[src/rtl/flit_tx_arbiter.sv]
// Packet-level round-robin arbiter sharing one transmit link.
// Grants lock HEAD..TAIL, output is a registered valid/ready slot.
module flit_tx_arbiter #(
    parameter int NUM_REQ        = 4,
    parameter int FLIT_WIDTH     = 128,
    parameter int TIMEOUT_CYCLES = 1024
) (
    input  logic                            clk,
    input  logic                            rst,
    input  logic [3:0]                      noc_state,
    input  logic [NUM_REQ-1:0]              req_valid,
    input  logic [NUM_REQ*FLIT_WIDTH-1:0]   req_flit,
    output logic [NUM_REQ-1:0]              req_ready,
    output logic                            out_valid,
    output logic [FLIT_WIDTH-1:0]           out_flit,
    input  logic                            out_ready,
    output logic [$clog2(NUM_REQ)-1:0]      grant_id,
    output logic                            locked,
    output logic [7:0]                      drop_count,
    output logic [31:0]                     err_signal,
    input  logic                            err_clear
);

    localparam int IW = $clog2(NUM_REQ);
    localparam int CW = $clog2(TIMEOUT_CYCLES + 1);

    localparam logic [3:0]  NOC_NORMAL       = 4'd1;
    localparam logic [3:0]  FT_HEAD          = 4'd0;
    localparam logic [3:0]  FT_TAIL          = 4'd2;
    localparam logic [31:0] TX_NOT_REACHABLE = 32'h2;

    typedef enum logic [0:0] {
        IDLE,
        LOCKED
    } state_t;

    state_t                state_q, state_d;
    logic [IW-1:0]         grant_q, grant_d;
    logic [IW-1:0]         rr_q, rr_d;
    logic                  out_valid_q, out_valid_d;
    logic [FLIT_WIDTH-1:0] out_flit_q, out_flit_d;
    logic [7:0]            drop_q, drop_d;
    logic [31:0]           err_q, err_d;
    logic [CW-1:0]         stall_q, stall_d;

    logic [3:0]    ftype [NUM_REQ];
    logic          slot_free;
    logic          win_found;
    logic [IW-1:0] win_idx;
    logic          orph_found;
    logic [IW-1:0] orph_idx;
    logic          stall;
    logic          timeout_hit;

    // Per-requester flit type and the output slot availability
    always_comb begin
        for (int i = 0; i < NUM_REQ; i++) begin
            ftype[i] = req_flit[i*FLIT_WIDTH + FLIT_WIDTH - 8 +: 4];
        end
        slot_free = !out_valid_q | out_ready;
    end

    // Round-robin HEAD winner from the pointer, and lowest-index orphan
    always_comb begin
        win_found  = 1'b0;
        win_idx    = '0;
        orph_found = 1'b0;
        orph_idx   = '0;
        for (int k = 0; k < NUM_REQ; k++) begin
            int j;
            j = int'(rr_q) + k;
            if (j >= NUM_REQ) begin
                j = j - NUM_REQ;
            end
            if (!win_found && req_valid[j] && ftype[j] == FT_HEAD) begin
                win_found = 1'b1;
                win_idx   = IW'(j);
            end
        end
        for (int i = NUM_REQ - 1; i >= 0; i--) begin
            if (req_valid[i] && ftype[i] != FT_HEAD) begin
                orph_found = 1'b1;
                orph_idx   = IW'(i);
            end
        end
    end

    // Arbitration FSM next state, handshake and output slot load
    always_comb begin
        state_d     = state_q;
        grant_d     = grant_q;
        rr_d        = rr_q;
        req_ready   = '0;
        out_valid_d = out_valid_q & !out_ready;
        out_flit_d  = out_flit_q;
        drop_d      = drop_q;
        unique case (state_q)
            IDLE: begin
                if (orph_found) begin
                    req_ready[orph_idx] = 1'b1;
                    if (drop_q != 8'hFF) begin
                        drop_d = drop_q + 8'd1;
                    end
                end
                if (win_found && slot_free && noc_state == NOC_NORMAL) begin
                    req_ready[win_idx] = 1'b1;
                    grant_d     = win_idx;
                    rr_d        = (win_idx == IW'(NUM_REQ - 1)) ? '0 : win_idx + 1'b1;
                    state_d     = LOCKED;
                    out_valid_d = 1'b1;
                    out_flit_d  = req_flit[int'(win_idx)*FLIT_WIDTH +: FLIT_WIDTH];
                end
            end
            LOCKED: begin
                req_ready[grant_q] = slot_free;
                if (slot_free && req_valid[grant_q]) begin
                    out_valid_d = 1'b1;
                    out_flit_d  = req_flit[int'(grant_q)*FLIT_WIDTH +: FLIT_WIDTH];
                    if (ftype[grant_q] == FT_TAIL) begin
                        state_d = IDLE;
                    end
                end
            end
            default: state_d = IDLE;
        endcase
    end

    // Stall counter and sticky unreachable-transmitter error
    always_comb begin
        stall       = out_valid_q & !out_ready;
        timeout_hit = stall && (stall_q == CW'(TIMEOUT_CYCLES - 1));
        stall_d     = '0;
        if (stall) begin
            stall_d = timeout_hit ? stall_q : stall_q + 1'b1;
        end
        err_d = err_clear ? 32'h0 : err_q;
        if (timeout_hit) begin
            err_d = err_d | TX_NOT_REACHABLE;
        end
    end

    // State and output registers
    always_ff @(posedge clk) begin
        if (rst) begin
            state_q     <= IDLE;
            grant_q     <= '0;
            rr_q        <= '0;
            out_valid_q <= 1'b0;
            out_flit_q  <= '0;
            drop_q      <= '0;
            err_q       <= '0;
            stall_q     <= '0;
        end else begin
            state_q     <= state_d;
            grant_q     <= grant_d;
            rr_q        <= rr_d;
            out_valid_q <= out_valid_d;
            out_flit_q  <= out_flit_d;
            drop_q      <= drop_d;
            err_q       <= err_d;
            stall_q     <= stall_d;
        end
    end

    assign out_valid  = out_valid_q;
    assign out_flit   = out_flit_q;
    assign grant_id   = grant_q;
    assign locked     = (state_q == LOCKED);
    assign drop_count = drop_q;
    assign err_signal = err_q;

endmodule

[config.mk]
export PLATFORM = sky130hd
export DESIGN_NAME = flit_tx_arbiter
export DESIGN_NICKNAME = d
export VERILOG_FILES = /design/src/rtl/flit_tx_arbiter.sv
export SDC_FILE = /design/constraint.sdc
export NUM_CORES = 1
export LEC_CHECK = 0
export BUFFER_PORTS_ARGS = -buffer_cell sky130_fd_sc_hd__buf_2
export CORE_AREA = 2 2 273 275
export DETAILED_ROUTE_END_ITERATION = 8
export DIE_AREA = 0 0 275 277
export PLACE_DENSITY = 0.37
export SETUP_SLACK_MARGIN = 0.02
export SKIP_CTS_REPAIR_TIMING = 1
export SLEW_MARGIN = 5
export SYNTH_ARGS = -nofsm -noshare
export SYNTH_HDL_FRONTEND = slang
export SYNTH_SLANG_ARGS = --single-unit
[constraint.sdc]
create_clock -name clk -period 2.2 [get_ports clk]
set_input_delay 0.11 -clock clk [delete_from_list [all_inputs] [get_ports clk]]
set_output_delay 0.11 -clock clk [all_outputs]
set_load 0.02 [all_outputs]
Word level (Yosys, flattened, before mapping). Index checks and enable logic that the tools add are counted.

Register bits after elaboration: 185. Bits of input ports: 524.

Add/sub/neg operators: 10. Order comparisons: 19. Equal/unequal tests: 7. Shift operators: 2. Mux-type cells: 72. Bitwise gates (word level): 11. Reduce and logical (&&, ||, !) cells: 36.

Operators with widths (number): 512-bit by 10-bit indexed part select with 128-bit output (2); 128-bit 2-to-1 mux (2); 128-bit one-hot mux with 2 select lines (1); 32-bit 2-to-1 mux (5); 32-bit by 3-bit greater-or-equal comparator with 1-bit output (second input constant) (4); 32-bit by 4-bit < comparator with 1-bit output (second input constant) (4); 32-bit inverter (4); 4-bit 2-to-1 mux (13); 4-bit binary-select mux with 2-bit select (5); 1-bit 2-to-1 mux (25); 2-bit 2-to-1 mux (10); 1-bit logical AND (18); 4-bit logical NOT (4); 4-bit nonzero test (4); 3-bit greater-or-equal comparator (second input constant) (4); 3-bit by 3-bit subtractor with 4-bit output (second input constant) (3); 11-bit by 1-bit adder with 11-bit output (second input constant) (1); 11-bit by 10-bit == test with 1-bit output (second input constant) (1); 1-bit binary-select mux with 2-bit select (5); 2-bit by 3-bit < comparator with 1-bit output (second input constant) (3); 8-bit by 1-bit adder with 8-bit output (second input constant) (1); 8-bit != test (second input constant) (1); 4-bit one-hot mux with 2 select lines (1); 2-bit by 2-bit adder with 3-bit output (second input constant) (2); 23 further kinds (34).

Logic depth before layout (Yosys ltp). Gate-level depths: netlist (run 1).

Word-level depth: 28. Mapped depth: 9. Mapped depth without buffers: 8.

Worst setup path before layout (run 1). OpenSTA, ideal clock, no wires.

Path kind: input -> register. Start point: input port req_flit[376]. End point: register out_flit_q[0] (netlist: out_flit[0]). Library setup time: 0.129 ns. Arrival time: 2.155 ns. Required time: 2.071 ns. Setup slack: -0.084 ns. Stages on the path: 8. Path buffers: 2. Path through: or4_4 or2_1 o32a_1 a31oi_4 buf_12 buf_12 mux2i_1 o221ai_2.

Longest elaborated chain between the ends: 22.

Ends and longest elaborated chain: from (decl) (line 12) `input logic [NUM_REQ*FLIT_WIDTH-1:0] req_flit,`; branches (longest 22 deep; another with 4-bit binary-select mux with 2-bit select); to (signal assigned) (line 158) `out_flit_q <= out_flit_d;`; to (decl) (line 41) `logic [FLIT_WIDTH-1:0] out_flit_q, out_flit_d;`.

Parallel ways; which one is timed is not known. The select of a mux whose other input is x is not followed. A chain may end at the register's enable or synchronous reset.

Final worst setup path (run 1).
Start point: input port req_flit[379]. End point: register out_flit_q[16] (netlist: out_flit[16]).

Same word-level chain as after synthesis.

==> results.txt, run 1 <==
The run finished, with violations left. The final reports fail on setup timing. The share of final-layout standard cells stronger than drive strength 1 is 0.483. STA puts the critical path data arrival time at 2.73 ns. After detailed routing, the number of remaining DRC violations is 0. After synthesis, the cell types taking the most area are sky130_fd_sc_hd__dfxtp_1, sky130_fd_sc_hd__mux2i_1, sky130_fd_sc_hd__o221ai_2, sky130_fd_sc_hd__nand2_1, sky130_fd_sc_hd__buf_12. The vias after detailed routing came out at between 10,000 and 15,000. The maximum fanout count along the critical path came out at 26.

The ratio of total power to cell area came out at 375 nW/um^2. The startpoint identified for the worst register-to-register timing path is rr_q[1]. The overall global routing resource usage came out at 0.107. The worst hold path begins at req_flit[250]. In this design, the stage delay of the slowest critical-path cell is 0.57 ns. The detailed-placement wirelength estimate came out at 35,300 um. The number of stages on the worst hold path came out at 3. The highest achievable clock rate is 420 MHz. The number of global-route vias before repair came out at 10,600. The path with the worst hold slack has its endpoint at out_flit[122]. The average wire length per cell after detail routing is 16.1 um.

The final design instance area without fill is 20,800 um^2. For this configuration, the core starts out at a cell density of 0.137. The element type at the critical path end is a flop. The number of nets in the layout is 2,685. The required time reported for the critical path endpoint came out at 2.55 ns. Counting along the longest clock path gives a buffer depth of 2.

The total wirelength of the detailed-routed design came out at 50,400 um. The depth of the most critical reg-to-reg path came out at 8. After filler insertion, the fill cell instance count of the layout stands at 7,625. The worst-skew pair later-pin latency came out at 0.47 ns. Setup repair after global routing could not meet its margin everywhere. The setup skew after layout came out at 0.00813 ns. Of all cell types, the one taking the most synthesized area is sky130_fd_sc_hd__dfxtp_1. The cell area reported after detailed placement came out at about 15,000 um^2. The number of pins exceeding their max-slew limit in the final report is 0. The congestion estimate from routability-driven global placement came to 0.835.

The start-to-end type of the worst setup path is input pin to flop. After synthesis the cells add up to 10,100 um^2. The floorplan step defined a die boundary enclosing 76,200 um^2.

The first detailed-routing pass ran for 6 iterations. The Yosys warning count came out at 0. The first-pass GRT wire length is 61,900 um. The number of synthesized register bits came out at 154. The root buffer cell chosen for the clock tree is sky130_fd_sc_hd__clkbuf_16. The number of port buffers is roughly 670. The synthesized netlist contains 56 unique library cells.

The vertical die dimension came out at 277 um. The largest net degree at the start of global routing is 67. The cell that appears most often on the critical path is sky130_fd_sc_hd__buf_12.

In this run the remaining antenna-violating nets after routing total 0. The clock tree from TritonCTS is yes. The count of non-filler cells in the finished layout is roughly 3,100. The average cell area after synthesis is roughly 11 um^2. The detailed router finished its first iteration with 356 violations. The site row count came out at 100. The count of endpoints failing hold in the final timing report is 0. The cell count after synthesis came out at 940.

The overall die width is 275 um. The post-detailed-route via-to-cell ratio is 3.95. The number of flops mapped to enable cells by yosys came out at 0.

The total of endpoints with negative setup slack in the final report came out at 128. The startpoint type of the worst setup path is an input pin. The initial antenna violation count is 3.

The count of maximum capacitance violations came out at 0. The layout-stage area growth over the synthesis result came out at 107%. The worst register-to-register path ends at out_flit[16].

The share of synthesized flip-flops with an asynchronous set or reset is 0. Among all flip-flop cells after synthesis, the most frequent one is sky130_fd_sc_hd__dfxtp_1. The shortest period the worst path allows came out at 2.38 ns. The type of the worst min-delay path is input pin to flop. Dividing the final minimum period by the clock period gives 1.08. The slowest cell on the critical path is sky130_fd_sc_hd__or4_4. The core outline area is between 70,000 and 80,000 um^2. For this design the top-level I/O count stands at 700. The leakage dissipation is 0.0102 uW. The share of the yosys chip area belonging to registers is 0.306.

The number of cells in the design after placement is 2,618. The residual overflow from global routing is 0. The total CTS buffers is 17.

For flop-to-flop paths, the worst setup slack is -0.08 ns. Walking the worst path, the cells encountered are buf_6, or4_4, or2_4, o32a_1, buf_4, a31oi_4, buf_12, buf_12, mux2i_2, o221ai_2. The least setup slack across all paths after layout came out at -0.180 ns. The CTS sink count is 154. The clock transition at the registers of the reported paths came out at 0.07 ns. The fraction of post-synthesis cell area in the top cell type by area is 0.306. The worst setup slack before clock tree synthesis came out at -0.493 ns. The total number of H-tree levels came out at 4. The maximum vdd drop came out at ~0.00031 V.
-- routing by layer --
layer,global-route usage,routed length (um),part of all wire,vias to the layer above
li1,-,-,-,5939
met1,0.115,19100,0.38,5827
met2,0.200,26400,0.52,499
met3,0.0280,3220,0.064,122
met4,0.0326,1720,0.034,2
met5,0,13,0.00026,-
-- cells by family after synthesis --
family                   share of synthesized area
adder cells (fa/ha/maj)                    0.00746
multiplexers                                 0.260
other                                     0.000372
buffers and inverters                       0.0998
flip-flops                                   0.306
XOR/XNOR                                    0.0122
AO/OA/AOI/OAI                                0.218
AND/OR/NAND/NOR                             0.0957
-- worst max-delay path: cells and delay by family --
kind	cells	cell delay (ns)
AOI/OAI and AO/OA	3	0.69
buffers and inverters	4	0.71
muxes	1	0.29
and+or+nand+nor	2	0.85
-- synthesized netlist by cell type, drive strengths merged (3+ instances only) --
| master | count |
|---|---|
| o221ai | 130 |
| or3 | 3 |
| xor2 | 12 |
| nor4 | 3 |
| nor3 | 5 |
| dfxtp | 154 |
| nand2b | 5 |
| and3 | 3 |
| and2 | 4 |
| ha | 6 |
| nor2 | 29 |
| nand4 | 8 |
| nand3 | 10 |
| a21oi | 7 |
| buf | 86 |
| mux2i | 259 |
| or4 | 3 |
| o21ai | 4 |
| inv | 8 |
| a31oi | 3 |
| or2 | 3 |
| clkbuf | 24 |
| nand2 | 144 |
-- sequential cells by signal, indices dropped and copies added (netlist names) --
name / flops
stall_q: 11
out_valid: 1
out_flit: 128
drop_count: 8
grant_id: 2
locked: 1
err_signal: 1
rr_q: 2
-- how the worst max path moves through the flow --
stage | start | endpoint | cells after the start
detailed placement | req_flit[376] | out_flit[37] | 9
global route | req_flit[379] | out_flit[22] | 10
finish | req_flit[379] | out_flit[16] | 10
floorplan | req_flit[376] | out_flit[0] | 8
global placement | req_flit[376] | out_flit[37] | 9
CTS | req_flit[376] | req_ready[1] | 10
-- metrics by stage --
step	hold slack, ns	TNS [ns]	total power [uW]	utilization
finish	0.0130	-8.82	7800	0.283
floorplan	0.292	-8.24	3540	-
CTS	-0.144	-1.01	7200	0.210
global route	0.00111	-9.74	8230	0.283
global placement	0.391	-50.76	4190	0.203
detailed placement	0.396	-52.81	4190	0.203
-- placed cells by master, fill, tap and decap left out, drive strengths merged, types with 2 or more instances in the layout --
cell         count
a211oi           2
a21oi            7
a2bb2oi          2
a31oi            3
and2             4
and3             3
buf            798
clkbuf          20
clkinv           5
clkinvlp         4
conb            31
dfxtp          154
diode            2
dlygate4sd3    477
ha               6
inv             11
mux2i          259
nand2          144
nand2b           5
nand3           10
nand4            8
nor2            29
nor3             5
nor4             3
o211ai           2
o21ai            4
o221ai         130
or2              3
or3              3
or4              3
xnor2            2
xor2            12
-- power by group --
| group | internal, uW | total, uW | switching, uW |
|---|---|---|---|
| clock network | 1450 | 2870 | 1420 |
| registers | 2810 | 2830 | 18.5 |
| logic | 1250 | 2100 | 848 |
-- final cells by class --
type                       instances  area, um^2  share of cell area
tap                              969        1210              0.0583
antenna                            2        5.00            0.000241
timing repair buffer            1276        9450               0.454
multi-input combinational        698        6490               0.312
inverter                           8        30.0             0.00144
sequential                       154        3090               0.148
clock inverter                    12        95.1             0.00457
clock buffer                      19         433              0.0208
(Power assumes the default switching activity.)
==> run 2, diff against run 1 <==
CORE_AREA = 5 5 268 270   (was 2 2 273 275)
DIE_AREA = 0 0 273 275   (was 0 0 275 277)
PLACE_DENSITY = 0.39   (was 0.37)
==> results.txt, run 2 (synthesized netlist as in run 1, its figures left out) <==
For this block, the via count after detailed routing is 13,000. The number of global-route vias before repair was ~11,000. The vertical die dimension came out at 275 um.

In the final layout, the share of cells above drive strength 1 is 0.553. The clock transition at the registers of the reported paths came out at 0.06 ns. In this run the power density over the cells is 369 nW/um^2. The library cell used most frequently in the layout, excluding fill and tap cells, is sky130_fd_sc_hd__buf_2.

The worst setup path is of the input pin to flop kind. Dividing the final minimum period by the clock period gives 1.09. The starting density of the core is 0.145.

The largest net degree at the start of global routing came out at 65. The least setup slack across all paths after layout came out at -0.202 ns. The overall die width is 273 um. The total CTS buffers is 17. STA puts the critical path data arrival time at 2.74 ns. The post-detailed-route DRC marker count is 0.

The cell type with the highest occurrence count on the critical path is sky130_fd_sc_hd__buf_12. The overall global routing resource usage came out at 0.111. Counting every sink on the clock net gives 154.

The total wirelength of the detailed-routed design is 58,100 um. The element type at the critical path end is a flop. For this run, the detailed router's first-pass iteration total came to 5. The average wire length per cell after detail routing came out at 18.4 um. The final weighted congestion in routability-driven placement is slightly below 0.9. After floorplanning, the core was divided into 97 placement rows.

The number of port buffers came out at 668. The first-pass GRT wire length is 64,700 um. The highest achievable clock rate came out at 416 MHz. The setup TNS after final layout came out at -14.60 ns. The maximum cell stage delay along the critical path is 0.57 ns. The post-detailed-route via-to-cell ratio came out at a little over 4. The checks that failed: setup timing. The slowest stage of the critical path is the sky130_fd_sc_hd__or4_4 cell.

The total of endpoints with negative setup slack in the final report is ~130. The post-route worst hold slack is ~0.011 ns. The run finished, with violations left. The worst-skew pair later-pin latency is 0.47 ns. The DRC marker count from the first detailed-route iteration came out at 470.

The number of placed I/O pins came out at 700. The kind of cell with the highest combined delay along the critical path is buffers and inverters. The count of non-filler cells in the finished layout came out at 3,153. The detailed-placement wirelength estimate is 37,300 um. The root cell of the clock tree is sky130_fd_sc_hd__clkbuf_16. TritonCTS built the clock tree. In this run the worst hold path is classified as input pin to flop.

The count of endpoints failing hold in the final timing report is 0. In this run the number of H-tree levels came out at 4. The number of pins exceeding their max-slew limit in the final report is 0. The number of buffers and inverters on the critical path is 6. The maximum vdd drop came out at 0.000425 V. On the final layout, the worst clock skew is 0.00899 ns. The leakage dissipation is 0.0102 uW.

The die covers roughly 75,000 um^2. The layout-stage area growth over the synthesis result is 132%. Walking the worst path, the cells encountered are buf_6, or4_4, or2_1, o32a_1, buf_4, a31oi_4, buf_12, buf_12, buf_12, clkbuf_16, mux2i_2, o221ai_2.

The core outline area is between 60,000 and 70,000 um^2. The number of nets in the layout came out at 2,726. The required time reported for the critical path endpoint came out at 2.53 ns.

Leaving out fill and tap cells, the most frequent cells in the layout are sky130_fd_sc_hd__buf_2, sky130_fd_sc_hd__dlygate4sd3_1, sky130_fd_sc_hd__dfxtp_1. Max-cap violations in this run came to 0. The maximum fanout count along the critical path is 7. The number of cells in the design after placement came out at 2,596. The flip-flop count of the largest register after layout is 128.

The startpoint type of the worst setup path is an input pin. The number of buffers between clock root and the deepest sink is 2. Setup repair after global routing could not meet its margin everywhere.

The shortest period the worst path allows came out at 2.40 ns. The initial antenna violation count is 6. The remaining antenna violation count after routing came out at 0. Summed over all layers, the global routing overflow is 0.
run 2: path summary, 6_finish.rpt:
| check | endpoint | cells after the start | slack (ns) | start |
|---|---|---|---|---|
| setup reg to reg | out_flit[15] | 10 | -0.02 | rr_q[1] |
| hold reg to reg | out_flit[13] | 2 | 0.46 | out_flit[13] |
| setup / recovery | out_flit[15] | 12 | -0.20 | req_flit[379] |
| hold / removal | out_flit[40] | 3 | 0.01 | req_flit[40] |
run 2: metrics by stage:
stage / worst slack (ns) / total power [uW] / utilization / cell area, um^2
finish: -0.202 / 8630 / 0.338 / 23400
global route: -0.251 / 9010 / 0.338 / 23400
CTS: -0.314 / 7450 / 0.225 / 15600
detailed placement: -0.578 / 4180 / 0.216 / 15000
global placement: -0.589 / 4180 / 0.216 / 15000
floorplan: -0.0669 / 3540 / - / 10200
run 2: area by class of cell:
class / instances / area [um^2]
fill: 6727 / 45900
timing repair buffer: 1317 / 10300
multi-input combinational: 698 / 8160
sequential: 154 / 3090
tap: 940 / 1180
clock buffer: 21 / 460
clock inverter: 11 / 135
inverter: 8 / 30.0
antenna: 4 / 10.0
run 2: where the power goes:
part	total (uW)	leakage [uW]	switching (uW)	internal [uW]
sequential	2830	0.00124	19.6	2810
clock	3150	0.000281	1400	1750
combinational	2650	0.00863	1080	1570
run 2: tightest hold or removal path, cell delays in order:
cell and delay [ns]:
sky130_fd_sc_hd__buf_2 0.10, sky130_fd_sc_hd__mux2i_4 0.07, sky130_fd_sc_hd__o221ai_2 0.16
run 2: metal layers:
layer / vias to the layer above / track usage / part of all wire
li1: 6057 / - / -
met1: 6219 / 0.121 / 0.37
met2: 585 / 0.201 / 0.51
met3: 177 / 0.0395 / 0.067
met4: 4 / 0.0365 / 0.053
met5: - / 0 / 0.00059
